===== src/rtl/player_motion_if.sv =====
// Step handshake and position/status bus between the frame sequencer and the movement controller.
interface player_motion_if;
  logic       step;
  logic       busy;
  logic       done;
  logic       moved;
  logic       cell_entered;
  logic [8:0] pos_x;
  logic [8:0] pos_y;
  logic [1:0] dir;
  logic [7:0] cell_index;

  modport master (
    output step,
    input  busy, done, moved, cell_entered, pos_x, pos_y, dir, cell_index
  );

  modport slave (
    input  step,
    output busy, done, moved, cell_entered, pos_x, pos_y, dir, cell_index
  );
endinterface


===== src/rtl/player_motion.sv =====
// Player movement controller: one-pixel moves per step, wall-checked at cell origins.
// Fixed 4-cycle update (IDLE->CHECK->MOVE->DONE); step outside IDLE is dropped, never queued.
module player_motion #(
  parameter int CELL_BITS = 5,
  parameter int COLS      = 10,
  parameter int ROWS      = 15
) (
  input  logic                         clk,
  input  logic                         rst,
  input  logic                         button_1,
  input  logic                         button_2,
  input  logic [(ROWS+1)*COLS-1:0]     h_walls,
  input  logic [ROWS*(COLS+1)-1:0]     v_walls,
  player_motion_if.slave               bus
);

  localparam int CW  = 9 - CELL_BITS;
  localparam int HW  = (ROWS + 1) * COLS;
  localparam int VW  = ROWS * (COLS + 1);
  localparam int HIW = $clog2(HW);
  localparam int VIW = $clog2(VW);

  typedef enum logic [1:0] {S_IDLE, S_CHECK, S_MOVE, S_DONE} state_t;

  state_t     state_q, state_d;
  logic [8:0] pos_x_q, pos_x_d, pos_y_q, pos_y_d;
  logic [1:0] dir_q, dir_d;
  logic [7:0] cell_index_q, cell_index_d;
  logic       aligned_q, aligned_d;
  logic       blocked_q, blocked_d;
  logic       moved_q, moved_d;
  logic [1:0] btn_meta_q, btn_meta_d, btn_sync_q, btn_sync_d;

  logic [CW-1:0]  cx, cy;
  logic [HIW-1:0] h_idx;
  logic [VIW-1:0] v_idx;
  logic           edge_hit, wall_hit;
  logic [7:0]     nx8, ny8;

  assign cx = pos_x_q[8:CELL_BITS];
  assign cy = pos_y_q[8:CELL_BITS];

  // Wall lookup for the latched direction; maps are stored MSB-first.
  always_comb begin
    h_idx    = '0;
    v_idx    = '0;
    edge_hit = 1'b0;
    wall_hit = 1'b0;
    case (dir_q)
      2'd0: begin
        edge_hit = (cx == CW'(COLS - 1));
        v_idx    = VIW'(VW - 1) - (VIW'(cy) * VIW'(COLS + 1) + VIW'(cx) + VIW'(1));
        wall_hit = v_walls[v_idx];
      end
      2'd1: begin
        edge_hit = (cy == CW'(ROWS - 1));
        h_idx    = HIW'(HW - 1) - ((HIW'(cy) + HIW'(1)) * HIW'(COLS) + HIW'(cx));
        wall_hit = h_walls[h_idx];
      end
      2'd2: begin
        edge_hit = (cx == '0);
        v_idx    = VIW'(VW - 1) - (VIW'(cy) * VIW'(COLS + 1) + VIW'(cx));
        wall_hit = v_walls[v_idx];
      end
      default: begin
        edge_hit = (cy == '0);
        h_idx    = HIW'(HW - 1) - (HIW'(cy) * HIW'(COLS) + HIW'(cx));
        wall_hit = h_walls[h_idx];
      end
    endcase
  end

  always_comb begin
    state_d      = state_q;
    pos_x_d      = pos_x_q;
    pos_y_d      = pos_y_q;
    dir_d        = dir_q;
    cell_index_d = cell_index_q;
    aligned_d    = aligned_q;
    blocked_d    = blocked_q;
    moved_d      = moved_q;
    btn_meta_d   = {button_1, button_2};
    btn_sync_d   = btn_meta_q;
    nx8          = '0;
    ny8          = '0;

    case (state_q)
      S_IDLE: begin
        if (bus.step) begin
          aligned_d = (pos_x_q[CELL_BITS-1:0] == '0) && (pos_y_q[CELL_BITS-1:0] == '0);
          if (aligned_d) dir_d = btn_sync_q;
          state_d = S_CHECK;
        end
      end
      S_CHECK: begin
        // Mid-cell moves always run to the next origin, so walls only matter when aligned.
        blocked_d = aligned_q & (edge_hit | wall_hit);
        state_d   = S_MOVE;
      end
      S_MOVE: begin
        moved_d = ~blocked_q;
        if (!blocked_q) begin
          case (dir_q)
            2'd0:    pos_x_d = pos_x_q + 9'd1;
            2'd1:    pos_y_d = pos_y_q + 9'd1;
            2'd2:    pos_x_d = pos_x_q - 9'd1;
            default: pos_y_d = pos_y_q - 9'd1;
          endcase
        end
        nx8          = 8'(pos_x_d[8:CELL_BITS]);
        ny8          = 8'(pos_y_d[8:CELL_BITS]);
        cell_index_d = (ny8 << 3) + (ny8 << 1) + nx8;
        state_d      = S_DONE;
      end
      default: state_d = S_IDLE;
    endcase
  end

  always_ff @(posedge clk) begin
    if (!rst) begin
      state_q      <= S_IDLE;
      pos_x_q      <= '0;
      pos_y_q      <= '0;
      dir_q        <= '0;
      cell_index_q <= '0;
      aligned_q    <= 1'b0;
      blocked_q    <= 1'b0;
      moved_q      <= 1'b0;
      btn_meta_q   <= '0;
      btn_sync_q   <= '0;
    end else begin
      state_q      <= state_d;
      pos_x_q      <= pos_x_d;
      pos_y_q      <= pos_y_d;
      dir_q        <= dir_d;
      cell_index_q <= cell_index_d;
      aligned_q    <= aligned_d;
      blocked_q    <= blocked_d;
      moved_q      <= moved_d;
      btn_meta_q   <= btn_meta_d;
      btn_sync_q   <= btn_sync_d;
    end
  end

  assign bus.busy         = (state_q != S_IDLE);
  assign bus.done         = (state_q == S_DONE);
  assign bus.moved        = (state_q == S_DONE) & moved_q;
  assign bus.cell_entered = (state_q == S_DONE) & moved_q &
                            (pos_x_q[CELL_BITS-1:0] == '0) & (pos_y_q[CELL_BITS-1:0] == '0);
  assign bus.pos_x        = pos_x_q;
  assign bus.pos_y        = pos_y_q;
  assign bus.dir          = dir_q;
  assign bus.cell_index   = cell_index_q;

endmodule


===== src/flat_wrapper.sv =====
// flat-port wrapper written by rule: the top's interface ports become plain ports
module player_motion_flat 
#(
  parameter int CELL_BITS = 5,
  parameter int COLS      = 10,
  parameter int ROWS      = 15
)
  (clk, rst, button_1, button_2, h_walls, v_walls, bus_step, bus_busy, bus_done, bus_moved, bus_cell_entered, bus_pos_x, bus_pos_y, bus_dir, bus_cell_index);
  player_motion_if bus_i ();
  input  logic clk;
  input  logic rst;
  input  logic button_1;
  input  logic button_2;
  input  logic [(ROWS+1)*COLS-1:0] h_walls;
  input  logic [ROWS*(COLS+1)-1:0] v_walls;
  input wire logic [$bits(bus_i.step)-1:0] bus_step;
  output wire logic [$bits(bus_i.busy)-1:0] bus_busy;
  output wire logic [$bits(bus_i.done)-1:0] bus_done;
  output wire logic [$bits(bus_i.moved)-1:0] bus_moved;
  output wire logic [$bits(bus_i.cell_entered)-1:0] bus_cell_entered;
  output wire logic [$bits(bus_i.pos_x)-1:0] bus_pos_x;
  output wire logic [$bits(bus_i.pos_y)-1:0] bus_pos_y;
  output wire logic [$bits(bus_i.dir)-1:0] bus_dir;
  output wire logic [$bits(bus_i.cell_index)-1:0] bus_cell_index;
  assign bus_i.step = bus_step;
  assign bus_busy = bus_i.busy;
  assign bus_done = bus_i.done;
  assign bus_moved = bus_i.moved;
  assign bus_cell_entered = bus_i.cell_entered;
  assign bus_pos_x = bus_i.pos_x;
  assign bus_pos_y = bus_i.pos_y;
  assign bus_dir = bus_i.dir;
  assign bus_cell_index = bus_i.cell_index;
  player_motion #(.CELL_BITS(CELL_BITS), .COLS(COLS), .ROWS(ROWS)) u_core (.clk(clk), .rst(rst), .button_1(button_1), .button_2(button_2), .h_walls(h_walls), .v_walls(v_walls), .bus(bus_i));
endmodule

===== config.mk =====
export PLATFORM = sky130hd
export DESIGN_NAME = player_motion_flat
export DESIGN_NICKNAME = d
export VERILOG_FILES = /design/src/rtl/player_motion_if.sv /design/src/rtl/player_motion.sv /design/src/flat_wrapper.sv
export SDC_FILE = /design/constraint.sdc
export NUM_CORES = 1
export LEC_CHECK = 0
export ABC_CLOCK_PERIOD_IN_PS = 6700
export CORE_MARGIN = 5
export CORE_UTILIZATION = 40
export CTS_BUF_LIST = sky130_fd_sc_hd__clkbuf_8
export DETAILED_ROUTE_END_ITERATION = 12
export GPL_ROUTABILITY_DRIVEN = 0
export PLACE_DENSITY_LB_ADDON = 0.05
export SETUP_SLACK_MARGIN = 0.2
export SLEW_MARGIN = 20
export SYNTH_ARGS = -nofsm -noshare
export SYNTH_HDL_FRONTEND = slang
export SYNTH_SLANG_ARGS = --single-unit

===== constraint.sdc =====
create_clock -name clk -period 6.7 [get_ports clk]
set_clock_uncertainty 0.15 [all_clocks]
set_input_delay 0.67 -clock clk [delete_from_list [all_inputs] [get_ports clk]]
set_output_delay 0.67 -clock clk [all_outputs]
set_load 0.005 [all_outputs]

## Word level (Yosys, flattened, before mapping)

Cells that the tools add are included.

| word-level totals | value |
|---|---|
| word-level logic and storage cells | 82 |
| bits of input ports | 330 |
| output and inout bits | 32 |
| register bits | 37 |

| operators by class | value |
|---|---|
| eq/ne operators | 11 |
| bitwise gates (word level) | 6 |
| multiply operators | 3 |
| reduce and logical (&&, ||, !) cells | 13 |
| magnitude comparators | 4 |
| muxes and demuxes | 18 |
| add/subtract/negate cells | 15 |

Operators with widths:

| cell | number |
|---|---|
| $lt 8x9->1 const B | 4 |
| $mux 9 | 4 |
| $pmux 9 s2 | 2 |
| $add 8x4->8 | 4 |
| $bmux 1 s8 | 4 |
| $sub 8x8->8 const A | 4 |
| $add 9x1->9 const B | 2 |
| $sub 9x1->9 const B | 2 |
| $logic_not 5->1 | 2 |
| $reduce_and 3->1 | 3 |
| $add 7x5->8 | 1 |
| $add 8x1->8 const B | 1 |
| $eq 4x4->1 const B | 2 |
| $logic_not 4->1 | 2 |
| $mul 4x4->8 const B | 1 |
| $mul 8x3->7 const B | 1 |
| $mul 4x3->7 const B | 1 |
| $eq 2x2->1 const B | 3 |
| $ne 2x2->1 const B | 3 |
| $pmux 1 s3 | 2 |
| $pmux 2 s3 | 1 |
| $add 4x1->5 const B | 1 |
| $and 1x1->1 | 4 |
| $eq 2x1->1 const B | 2 |
| other kinds (10) | 14 |

## Longest topological paths before layout

Gate-level depths: netlist of the first run.

| depth | value |
|---|---|
| word-level depth | 9 |
| gate-level depth with buffers | 20 |
| mapped depth without buffers | 19 |

## Least setup slack after synthesis of the first run

OpenSTA, ideal clock, no wires.

| path | value |
|---|---|
| path type | reg-to-reg |
| from | register u_core.pos_y_q[5], in the netlist u_core.bus.pos_y[5] |
| to | register u_core.blocked_q |
| setup slack | 1271 ps |
| required time | 6430 ps |
| clock period less this slack | 5429 ps |
| path buffers | 6 |
| setup time | 120 ps |
| stages on the path, launching flop included | 20 |
| data arrival time | 5159 ps |
| path through | dfxtp_1 > inv_1 > ha_1 > ha_1 > ha_1 > clkbuf_1 > clkbuf_1 > buf_1 > inv_1 > ha_1 > buf_6 > buf_2 > buf_2 > mux4_2 > mux4_2 > mux2i_1 > mux2i_1 > mux2i_1 > nor3b_1 > o31a_1 |

| on the way | value |
|---|---|
| word-level cells in the longest chain between the ends | 9 |
| elaborated cells between the ends (all ways) | 26 |
| those cells by class | 9 x add/sub; 3 x mul; 1 x eq/ne; 10 x mux; 2 x bitwise; 1 x reduce/logical |

Ends and longest elaborated chain:

| element | line | RTL |
|---|---|---|
| start: declaration | player_motion.sv:26 | `logic [8:0] pos_x_q, pos_x_d, pos_y_q, pos_y_d;` |
| start signal: assignment | player_motion.sv:134 | `pos_y_q <= pos_y_d;` |
| $add 4x1->5 or $mul 4x4->8 (tied branches) | player_motion.sv:57, player_motion.sv:52, player_motion.sv:62 |  |
| $mul 8x3->7 or $add 8x4->8 (tied branches) | player_motion.sv:57, player_motion.sv:52, player_motion.sv:62 |  |
| $add 8x4->8 or $add 8x1->8 (tied branches) | player_motion.sv:57, player_motion.sv:52 |  |
| $sub 8x8->8 (on tied branches) | player_motion.sv:57, player_motion.sv:52 |  |
| $bmux 1 s8 (on tied branches) | player_motion.sv:58, player_motion.sv:53 |  |
| $mux 1 (on tied branches) | player_motion.sv:58, player_motion.sv:53 |  |
| $pmux 1 s3 | player_motion.sv:49 | `case (dir_q)` |
| $or 1x1->1 (*) | player_motion.sv:97 | `blocked_d = aligned_q & (edge_hit \| wall_hit);` |
| $and 1x1->1 (*) | player_motion.sv:97 |  |
| end signal: assignment | player_motion.sv:138 | `blocked_q <= blocked_d;` |
| end: declaration | player_motion.sv:30 | `logic blocked_q, blocked_d;` |

Every way passes the cells marked *; elsewhere a longest branch is shown, timed or not. The select of a mux whose other input is x is not followed.
A chain may end at the register's enable or synchronous reset.

## Worst setup path in the final report of the first run

Ends and elaborated chain as after synthesis.

==> results.py, run 1 <==
metrics = {
    "drt": {
        "routed_wl_um": 33690,
        "postRouteAntennaNets": 0,
        "drc": 0,
        "first_iter_violations": 550,
        "drtPass1Iterations": 5,
        "via_per_inst": 6.023,
        "vias": 8462,
        "wl_per_cell_um": 23.98,
    },
    "yosys": {
        "yosysSeqAreaShare_pct": 7.854,
        "syn_nets": 1200,
        "syn_inst": 790,
        "synthTopCellsByArea": "mux4_2, ha_1, mux2i_1",
        "synth_common_cells": "mux4_2, mux2i_1, ha_1",
        "post-synth-top-count-cell": "mux4_2",
        "synthArstFlopShare_pct": 0,
        "yosys_warnings": 0,
        "syn_area_um2": 9176,
        "synth_ff_type": "dfxtp_1",
        "synth_cell_types": 63,
        "synth_edf_count": 0,
        "yosysTopAreaCell": "mux4_2",
        "synth_top_area_share_pct": 44.18,
        "ys_seq_elements": 36,
        "syn_area_per_cell_um2": 11.62,
    },
    "placed_design": {
        "dp_hpwl_um": 28810,
        "port_buffers": 361,
        "dp_slack_ns": 1.298,
    },
    "worst_setup_path": {
        "critPathTopFamily": "adder cells",
        "path_buf_inv": 3,
        "cp_common_cell": "ha_1",
        "slowest_delay_ns": 0.90,
        "crit_path_max_fanout": 11,
        "required_ns": 6.75,
        "cp_slowest_cell": "fa_1",
        "worstSetupStartpointType": "flip-flop",
        "critPathKind": "flip-flop to flip-flop",
        "arrival_ns": 5.46,
        "critPathCaptureType": "flip-flop",
        "worstPathCellList": "inv_1, ha_1, ha_1, ha_1, fa_1, buf_4, inv_1, ha_1, a21oi_1, xnor3_1, and2_0, o21a_1, o2111a_1, a211o_1, nand4bb_1, o31a_1",
    },
    "power_and_ir_drop": {
        "ir_drop_uv": 309.3,
        "p_leak_nw": 4.900,
        "power.total_mw": 5.825,
        "powerDensity_nw_per_um2": 445.8,
    },
    "sta": {
        "hold_viol": 0,
        "worst_pin_slew_ns": 1.115,
        "finalSetupViolCount": 0,
        "max_freq_ghz": 0.1848,
        "fin_crit_ns": 5.410,
        "fin_tns_setup_ns": 0,
        "timing.final.ws_setup_ns": 1.290,
        "drv_slew": 0,
        "rsz0062_at_grt": "no",
        "relSlewSlack_pct": 25.60,
        "period_share_pct": 80.74,
    },
    "layout": {
        "n_fill_cell": 1968,
        "drive_gt1_share_pct": 19.64,
        "area_delta_synth_final_pct": 42.38,
        "utilization_pct": 57.71,
        "area.sequential_um2": 724.4,
        "multiInputGateArea_um2": 8008,
        "fin_nets": 1524,
    },
    "global_route": {
        "grtUsageTotal_pct": 24.98,
        "grt_max_degree": 65,
        "gr-total-overflow": 0,
        "grt_pass1_wl_um": 50890,
        "antenna_found_initial": 4,
        "grt_pass1_vias": 8873,
    },
    "clocking": {
        "max-clock-path-buffers": 2,
        "clk_pin_slew_worst_paths_ns": 0.08,
        "post_cts_resized": 0,
        "clk_latency_ns": 0.30,
        "cts_buffers": 5,
        "cts_tree": "yes",
        "hold_buffers": 0,
        "h-tree-depth": 2,
        "cts_setup_buffers": 0,
        "clock-sinks": 36,
        "cts-root-buf": "clkbuf_8",
    },
    "die": {
        "die_y_um": 161.5,
        "initial_core_util_pct": 40.53,
        "coreArea_um2": 22640,
        "ios": 362,
        "die_area_um2": 26070,
        "die_w_um": 161.5,
        "rows": 55,
    },
    "hold_path": {
        "hold_path_class": "flip-flop to flip-flop",
    },
    "status": {
        "status": "completed",
    },
    "flow_run": {
        "maxCapViolCount": 0,
    },
}
-- state kept, by name, summed over array words and instances, names as in the netlist, 2 cells and up, named ones only --
register,cells
u_core.btn_meta_q,2
u_core.bus.dir,2
u_core.bus.cell_index,7
u_core.bus.pos_x,8
u_core.state_q,2
u_core.bus.pos_y,9
u_core.btn_sync_q,2
-- final timing paths --
check                               endpoint  slack, ns                              from  cells past startpoint
max reg2reg    u_core.blocked_q$_SDFFE_PN0P_       1.29  u_core.bus.pos_y[5]$_SDFFE_PN0P_                     16
min reg2reg  u_core.btn_sync_q[1]$_SDFF_PN0_       0.28   u_core.btn_meta_q[1]$_SDFF_PN0_                      1
max            u_core.blocked_q$_SDFFE_PN0P_       1.29  u_core.bus.pos_y[5]$_SDFFE_PN0P_                     16
min          u_core.btn_sync_q[1]$_SDFF_PN0_       0.28   u_core.btn_meta_q[1]$_SDFF_PN0_                      1
-- logic make-up (layout without fill, tap and decap cells) --
group           count (synthesis)  after routing  synth area share, %
compound gates                119            119                8.345
fa+ha+maj                      80             80                11.73
buf+inv                       101            426                5.154
simple gates                  143            143                7.854
flops                          36             36                7.854
other cells                     0              5                    0
xor+xnor                       49             49                5.386
mux                           262            262                53.68
-- layout make-up --
cell class	instances	area share (%)
multi-input cells	653	61.29
clock inverters	3	0.1437
diodes	5	0.09577
clock buffers	5	0.5267
inverters	44	1.264
repair buffers	374	28.40
flip-flops and latches	36	5.545
well taps	285	2.729
-- through the flow --
step	cell area (um^2)	hold slack (ns)	cells
detailed placement	12960	0.2710	1392
finish	13070	0.2842	1405
global route	13070	0.3187	1405
floorplan	9176	0.2619	790
global placement	12960	0.2663	1392
CTS	13050	0.2856	1400
-- per-layer routing --
layer	vias to the layer above	share of wire (%)	global-route usage, %
li1	3865	-	-
met1	4207	39	31.45
met2	343	51	43.52
met3	47	6.9	5.486
met4	0	2.5	6.786
met5	-	0	0
-- cell usage in the layout (no fill, tap or decap), types with 5 or more instances in the layout --
cell type	n
nor2b_1	14
clkbuf_8	5
nand2_1	28
xor2_2	5
diode_2	5
nand2b_1	5
and2_1	6
buf_4	13
a211oi_1	12
nor2_1	41
o21ai_0	16
o21bai_1	6
inv_1	43
nor3_1	11
fa_1	9
or3_1	6
nand3_1	7
xor2_1	10
dfxtp_1	35
ha_1	67
a21oi_1	42
a31oi_1	5
clkdlybuf4s50_1	361
mux4_2	180
a21o_1	11
mux2i_1	77
xnor2_1	32
-- power by group --
part,internal (mW),leakage [nW],switching [mW]
Combinational,2.72,4.56,2.63
Clock,0.0726,0.0479,0.0902
Sequential,0.251,0.293,0.0652
Total,3.04,4.90,2.78
Note: power is estimated with default switching activity, not from simulation.
==> run 2: changes to the inputs <==
--- a/config.mk
+++ b/config.mk
@@ -5,7 +5,7 @@
 export SDC_FILE = /design/constraint.sdc
 export NUM_CORES = 1
 export LEC_CHECK = 0
-export ABC_CLOCK_PERIOD_IN_PS = 6700
+export ABC_CLOCK_PERIOD_IN_PS = 4700
 export CORE_MARGIN = 5
 export CORE_UTILIZATION = 40
 export CTS_BUF_LIST = sky130_fd_sc_hd__clkbuf_8
==> constraint.sdc (replaced) <==
create_clock -name clk -period 4.7 [get_ports clk]
set_clock_uncertainty 0.15 [all_clocks]
set_input_delay 0.47 -clock clk [delete_from_list [all_inputs] [get_ports clk]]
set_output_delay 0.47 -clock clk [all_outputs]
set_load 0.005 [all_outputs]
==> results.py, run 2 (synthesized netlist as in run 1, its figures left out) <==
metrics = {
    "worst_setup_path": {
        "r2r_cells": 16,
        "required_ns": 4.75,
        "critPathKind": "flip-flop to flip-flop",
        "r2r_start": "u_core.bus.pos_y[5]$_SDFFE_PN0P_",
        "critPathCaptureType": "flip-flop",
        "regToRegEndpoint": "u_core.blocked_q$_SDFFE_PN0P_",
        "r2r_setup_slack_ns": 0.31,
        "worstSetupStartpointType": "flip-flop",
        "crit_start": "u_core.bus.pos_y[5]$_SDFFE_PN0P_",
        "crit_path_max_fanout": 6,
        "arrival_ns": 4.44,
    },
    "clocking": {
        "clk_pin_slew_worst_paths_ns": 0.08,
        "max-clock-path-buffers": 2,
        "hold_buffers": 0,
        "clk_latency_ns": 0.30,
        "cts_buffers": 5,
        "cts-root-buf": "clkbuf_8",
        "h-tree-depth": 2,
        "clock-sinks": 36,
        "cts_tree": "yes",
    },
    "placed_design": {
        "dp_slack_ns": 0.1573,
        "dp_hpwl_um": 28810,
        "port_buffers": 361,
    },
    "global_route": {
        "grtUsageTotal_pct": 24.95,
        "grt_pass1_wl_um": 51370,
        "use_met3_pct": 5.282,
        "gr-total-overflow": 0,
        "busiest_layer": "met2",
        "use_met2_pct": 43.75,
        "met1_usage_pct": 31.35,
        "grt_max_degree": 50,
        "antenna_found_initial": 9,
        "grt_pass1_vias": 9133,
    },
    "layout": {
        "final_common_cell": "clkdlybuf4s50_1",
        "area_delta_synth_final_pct": 47.22,
        "largest_register_ffs": 9,
        "utilization_pct": 59.67,
        "n_fill_cell": 1903,
        "multiInputGateArea_um2": 8135,
        "fin_nets": 1556,
        "drive_gt1_share_pct": 23.28,
        "layout_common_cells": "clkdlybuf4s50_1, mux4_2, mux2i_1",
        "area.sequential_um2": 729.5,
    },
    "drt": {
        "postRouteAntennaNets": 0,
        "vias": 8480,
        "first_iter_violations": 599,
        "drc": 0,
        "via_per_inst": 5.893,
        "drtPass1Iterations": 5,
        "routed_wl_um": 33580,
        "wl_per_cell_um": 23.34,
    },
    "die": {
        "rows": 55,
        "coreArea_um2": 22640,
        "ios": 362,
        "die_area_um2": 26070,
        "initial_core_util_pct": 40.53,
        "die_y_um": 161.5,
        "die_w_um": 161.5,
    },
    "sta": {
        "drv_slew": 0,
        "timing.final.ws_setup_ns": 0.3086,
        "max_freq_ghz": 0.2277,
        "relSlewSlack_pct": 42.69,
        "rsz0062_at_grt": "yes",
        "fin_crit_ns": 4.391,
        "hold_viol": 0,
        "worst_pin_slew_ns": 0.8596,
        "period_share_pct": 93.43,
        "fin_tns_setup_ns": 0,
        "holdWs_ns": 0.3154,
        "finalSetupViolCount": 0,
    },
    "power_and_ir_drop": {
        "powerDensity_nw_per_um2": 661.5,
        "p_leak_nw": 5.114,
        "power.total_mw": 8.936,
        "ir_drop_uv": 431.7,
    },
    "hold_path": {
        "hold_end": "u_core.btn_sync_q[1]$_SDFF_PN0_",
        "worstHoldStart": "u_core.btn_meta_q[1]$_SDFF_PN0_",
        "hold_path_class": "flip-flop to flip-flop",
        "worstHoldPathCells": 1,
    },
    "status": {
        "status": "completed",
    },
    "flow_run": {
        "maxCapViolCount": 0,
    },
}
==> run 2: cell count changes in the layout (fill, tap and decap cells not counted), sizes merged <==
cell	before	now
bufinv	0	1
diode	5	7
inv	43	44
buf	13	45
clkinv	4	2
==> run 2: worst max path at each step <==
| stage | slack (ns) | end |
|---|---|---|
| after detailed placement | 0.16 | u_core.blocked_q$_SDFFE_PN0P_ |
| after global placement | 0.15 | u_core.blocked_q$_SDFFE_PN0P_ |
| after floorplan | 0.13 | u_core.blocked_q$_SDFFE_PN0P_ |
| after CTS | 0.25 | u_core.blocked_q$_SDFFE_PN0P_ |
| final | 0.31 | u_core.blocked_q$_SDFFE_PN0P_ |
| after global routing | 0.17 | u_core.blocked_q$_SDFFE_PN0P_ |
==> run 2: final cells by class <==
class / instances / share of cell area (%)
inverters: 44 / 1.223
repair buffers: 406 / 29.57
diodes: 7 / 0.1297
multi-input cells: 653 / 60.22
flip-flops and latches: 36 / 5.400
clock buffers: 5 / 0.5094
clock inverters: 3 / 0.3056
well taps: 285 / 2.640
==> run 2: power breakdown <==
group          switching, mW  internal (mW)  total, mW
Combinational           3.97           4.27       8.24
Clock                  0.128          0.158      0.285
Sequential            0.0526          0.359      0.412
Total                   4.15           4.78       8.94
==> run 2: per-stage QoR <==
stage	std cells	instance area, um^2
6_report	1439	13510
3_3_place_gp	1416	13180
3_5_place_dp	1416	13180
5_1_grt	1438	13510
2_1_floorplan	790	9225
4_1_cts	1426	13330
==> run 2: critical path, stage by stage, from the launching register on <==
cell	delay [ns]
dfxtp_4	0.35
inv_2	0.08
ha_4	0.28
inv_1	0.04
ha_1	0.28
fa_1	0.51
ha_4	0.34
xor2_4	0.19
buf_6	0.14
xor2_4	0.15
mux4_2	0.53
and2_0	0.17
o21a_1	0.17
o2111a_1	0.22
a211o_1	0.22
nand4bb_1	0.19
o31a_1	0.29
==> run 2: timing repair <==
item	CTS	global route
setup endpoints to repair	1	4
pin swaps	1	7
gates resized for setup	3	22
cloned	0	0
setup buffers	2	6
==> run 2: per-layer routing <==
layer / wire length, um / up-vias
li1: - / 3931
met1: 12950 / 4179
met2: 17450 / 317
met3: 2368 / 47
met4: 772 / 6
met5: 39 / -
==> RTL change (flow settings as in run 1) <==
`ROWS` is set to 15 in 2 places; all go to 17.
--- a/src/rtl/player_motion.sv
+++ b/src/rtl/player_motion.sv
@@ -4,5 +4,5 @@
   parameter int CELL_BITS = 5,
   parameter int COLS      = 10,
-  parameter int ROWS      = 15
+  parameter int ROWS      = 17
 ) (
   input  logic                         clk,
--- a/src/flat_wrapper.sv
+++ b/src/flat_wrapper.sv
@@ -4,5 +4,5 @@
   parameter int CELL_BITS = 5,
   parameter int COLS      = 10,
-  parameter int ROWS      = 15
+  parameter int ROWS      = 17
 )
   (clk, rst, button_1, button_2, h_walls, v_walls, bus_step, bus_busy, bus_done, bus_moved, bus_cell_entered, bus_pos_x, bus_pos_y, bus_dir, bus_cell_index);
Ports: changed (resized h_walls and v_walls); port bits go from 362 to 404. No check against the original RTL was run, so the function may have changed too.
==> RTL change against run 1 <==
- synthesized cell count is 9.1% higher
- sequential cell count stayed put
- highest routed layer is now met5
- power is 38% higher
- routed wire length is 7.7% higher
- final area is 9.1% higher
- worst setup slack better by 0.081 ns
- area after synthesis is 8.3% higher
==> RTL change: results (changes against run 1) <==
stage;metric;value;unit;change
outcome;status;finished clean;;
logic_synthesis;Synth Area in XOR/XNOR;0.0495;;-0.00439
finish;fraction of area in multi-input gates;0.609;;-0.00364
setup_path;crit-path max FO;50;;+39
placement;post-DP HPWL;31.0;mm;+7.5%
drt;vias;9314;;+10%
logic_synthesis;sequential share of the synthesized area;0.0725;;-0.00603
placement;IO buf count;403;;+12%
finish;number of antenna diodes;3;;-2
drt;highest routed layer;met5;;
placement;dpl cells;1539;;+11%
global_route;overall routing resource usage;0.247;;-0.00239
setup_path;Slowest-stage cell, CP;mux4_1;;
logic_synthesis;largest cells by area after synthesis;mux4_2 (43%), mux2i_1 (8.8%), ha_1 (8.2%);;
finish;non-clk buf share;0.291;;+0.00694
finish;Fill cells;2123;;+7.9%
finish;Inverters;47;;+6.8%
drt;1st-iter DRT viols;667;;+21%
setup_path;Largest stage delay, worst path;0.59;ns;-0.31 ns
finish;final net count;1670;;+9.6%
global_route;global-route wire length before repair;55.5;mm;+9.1%
power;VDD IR max;0.526;mV;+70%
global_route;pin count of the biggest net entering global routing;81;;+25%
drt;drt via density;6.01;;-0.23%
placement;DP Area;14100;µm²;+9.0%
power;P_leak;5.28;nW;+7.8%
timing;actual slew at the worst max-slew pin;1.12;ns;+0.00481 ns
logic_synthesis;Synth Net Count;1310;;+9.2%
finish;comb_multi_in;714;;+9.3%
logic_synthesis;post-synthesis compound-gate area fraction;0.0998;;+0.0164
global_route;M2 GR Usage;0.443;;+0.00820
finish;share of cells above drive strength 1;0.193;;-0.00344
drt;routed length on met2;19.1;mm;+10%
drt;WL met1;14.0;mm;+5.9%
finish;Buffers, non-clock;418;;+12%
logic_synthesis;mux cell area share after synthesis;0.538;;+0.00133
floorplanning;core area;24400;µm²;+7.7%
drt;Routed WL per cell;23.4;µm;-2.4%
setup_path;Critical Path AT;5.35;ns;-0.11 ns
logic_synthesis;FFs w/ async S/R, synth;0;;unchanged
global_route;met1 global-route usage;0.314;;-0.000536
logic_synthesis;synth cell count leaders;mux4_2 (189), mux2i_1 (87), ha_1 (65), inv_1 (46), nand2_1 (46);;
logic_synthesis;Post-Syn Instances;862;;+9.1%
global_route;initial antenna violation count;5;;+1
global_route;met3 Resource Use GR;0.0493;;-0.00559
logic_synthesis;Yosys cell types;69;;+9.5%
[RTL change: changes by cell type after synthesis, moves of 6 or more]
cell / delta
mux2i_1: +10
nor3_1: -7
a22oi_1: +8
mux4_2: +9
nand2_1: +18
nor2_1: -12
buf_4: +7
o211a_1: +6
nor2b_1: +7
o21ai_0: +9
and2_1: +7
[RTL change: logic make-up after synthesis]
kind of cell,Yosys count
multiplexers,288
AND/OR/NAND/NOR,155
AO/OA/AOI/OAI,146
buffers and inverters,112
adder cells (fa/ha/maj),76
XOR/XNOR,49
flip-flops,36
[RTL change: final timing paths]
check	from	endpoint	slack, ns	cells after the start
worst max-delay path	u_core.bus.pos_y[5]$_SDFFE_PN0P_	u_core.blocked_q$_SDFFE_PN0P_	1.37	16
worst max register to register	u_core.bus.pos_y[5]$_SDFFE_PN0P_	u_core.blocked_q$_SDFFE_PN0P_	1.37	16
worst min register to register	u_core.btn_meta_q[0]$_SDFF_PN0_	u_core.btn_sync_q[0]$_SDFF_PN0_	0.29	1
worst min-delay path	u_core.btn_meta_q[0]$_SDFF_PN0_	u_core.btn_sync_q[0]$_SDFF_PN0_	0.29	1
[RTL change: through the flow]
step	utilization	hold WS, ns
floorplan	-	0.262
global placement	0.580	0.278
detailed placement	0.580	0.278
CTS	0.584	0.296
global route	0.584	0.327
finish	0.584	0.293
[RTL change: report_power, final]
group	internal [W]	switching, W	total (W)
logic	0.00356	0.00393	0.00749
registers	0.000256	0.0000717	0.000327
clock network	0.000109	0.0000814	0.000190
[RTL change: worst max-delay path: cells and delay by family, from the launching register on]
kind	cells	cell delay [ns]
AOI/OAI and AO/OA	5	0.79
and+or+nand+nor	3	0.90
adders and majority gates	4	1.31
muxes	1	0.59
buffers and inverters	3	0.90
DFF	1	0.57
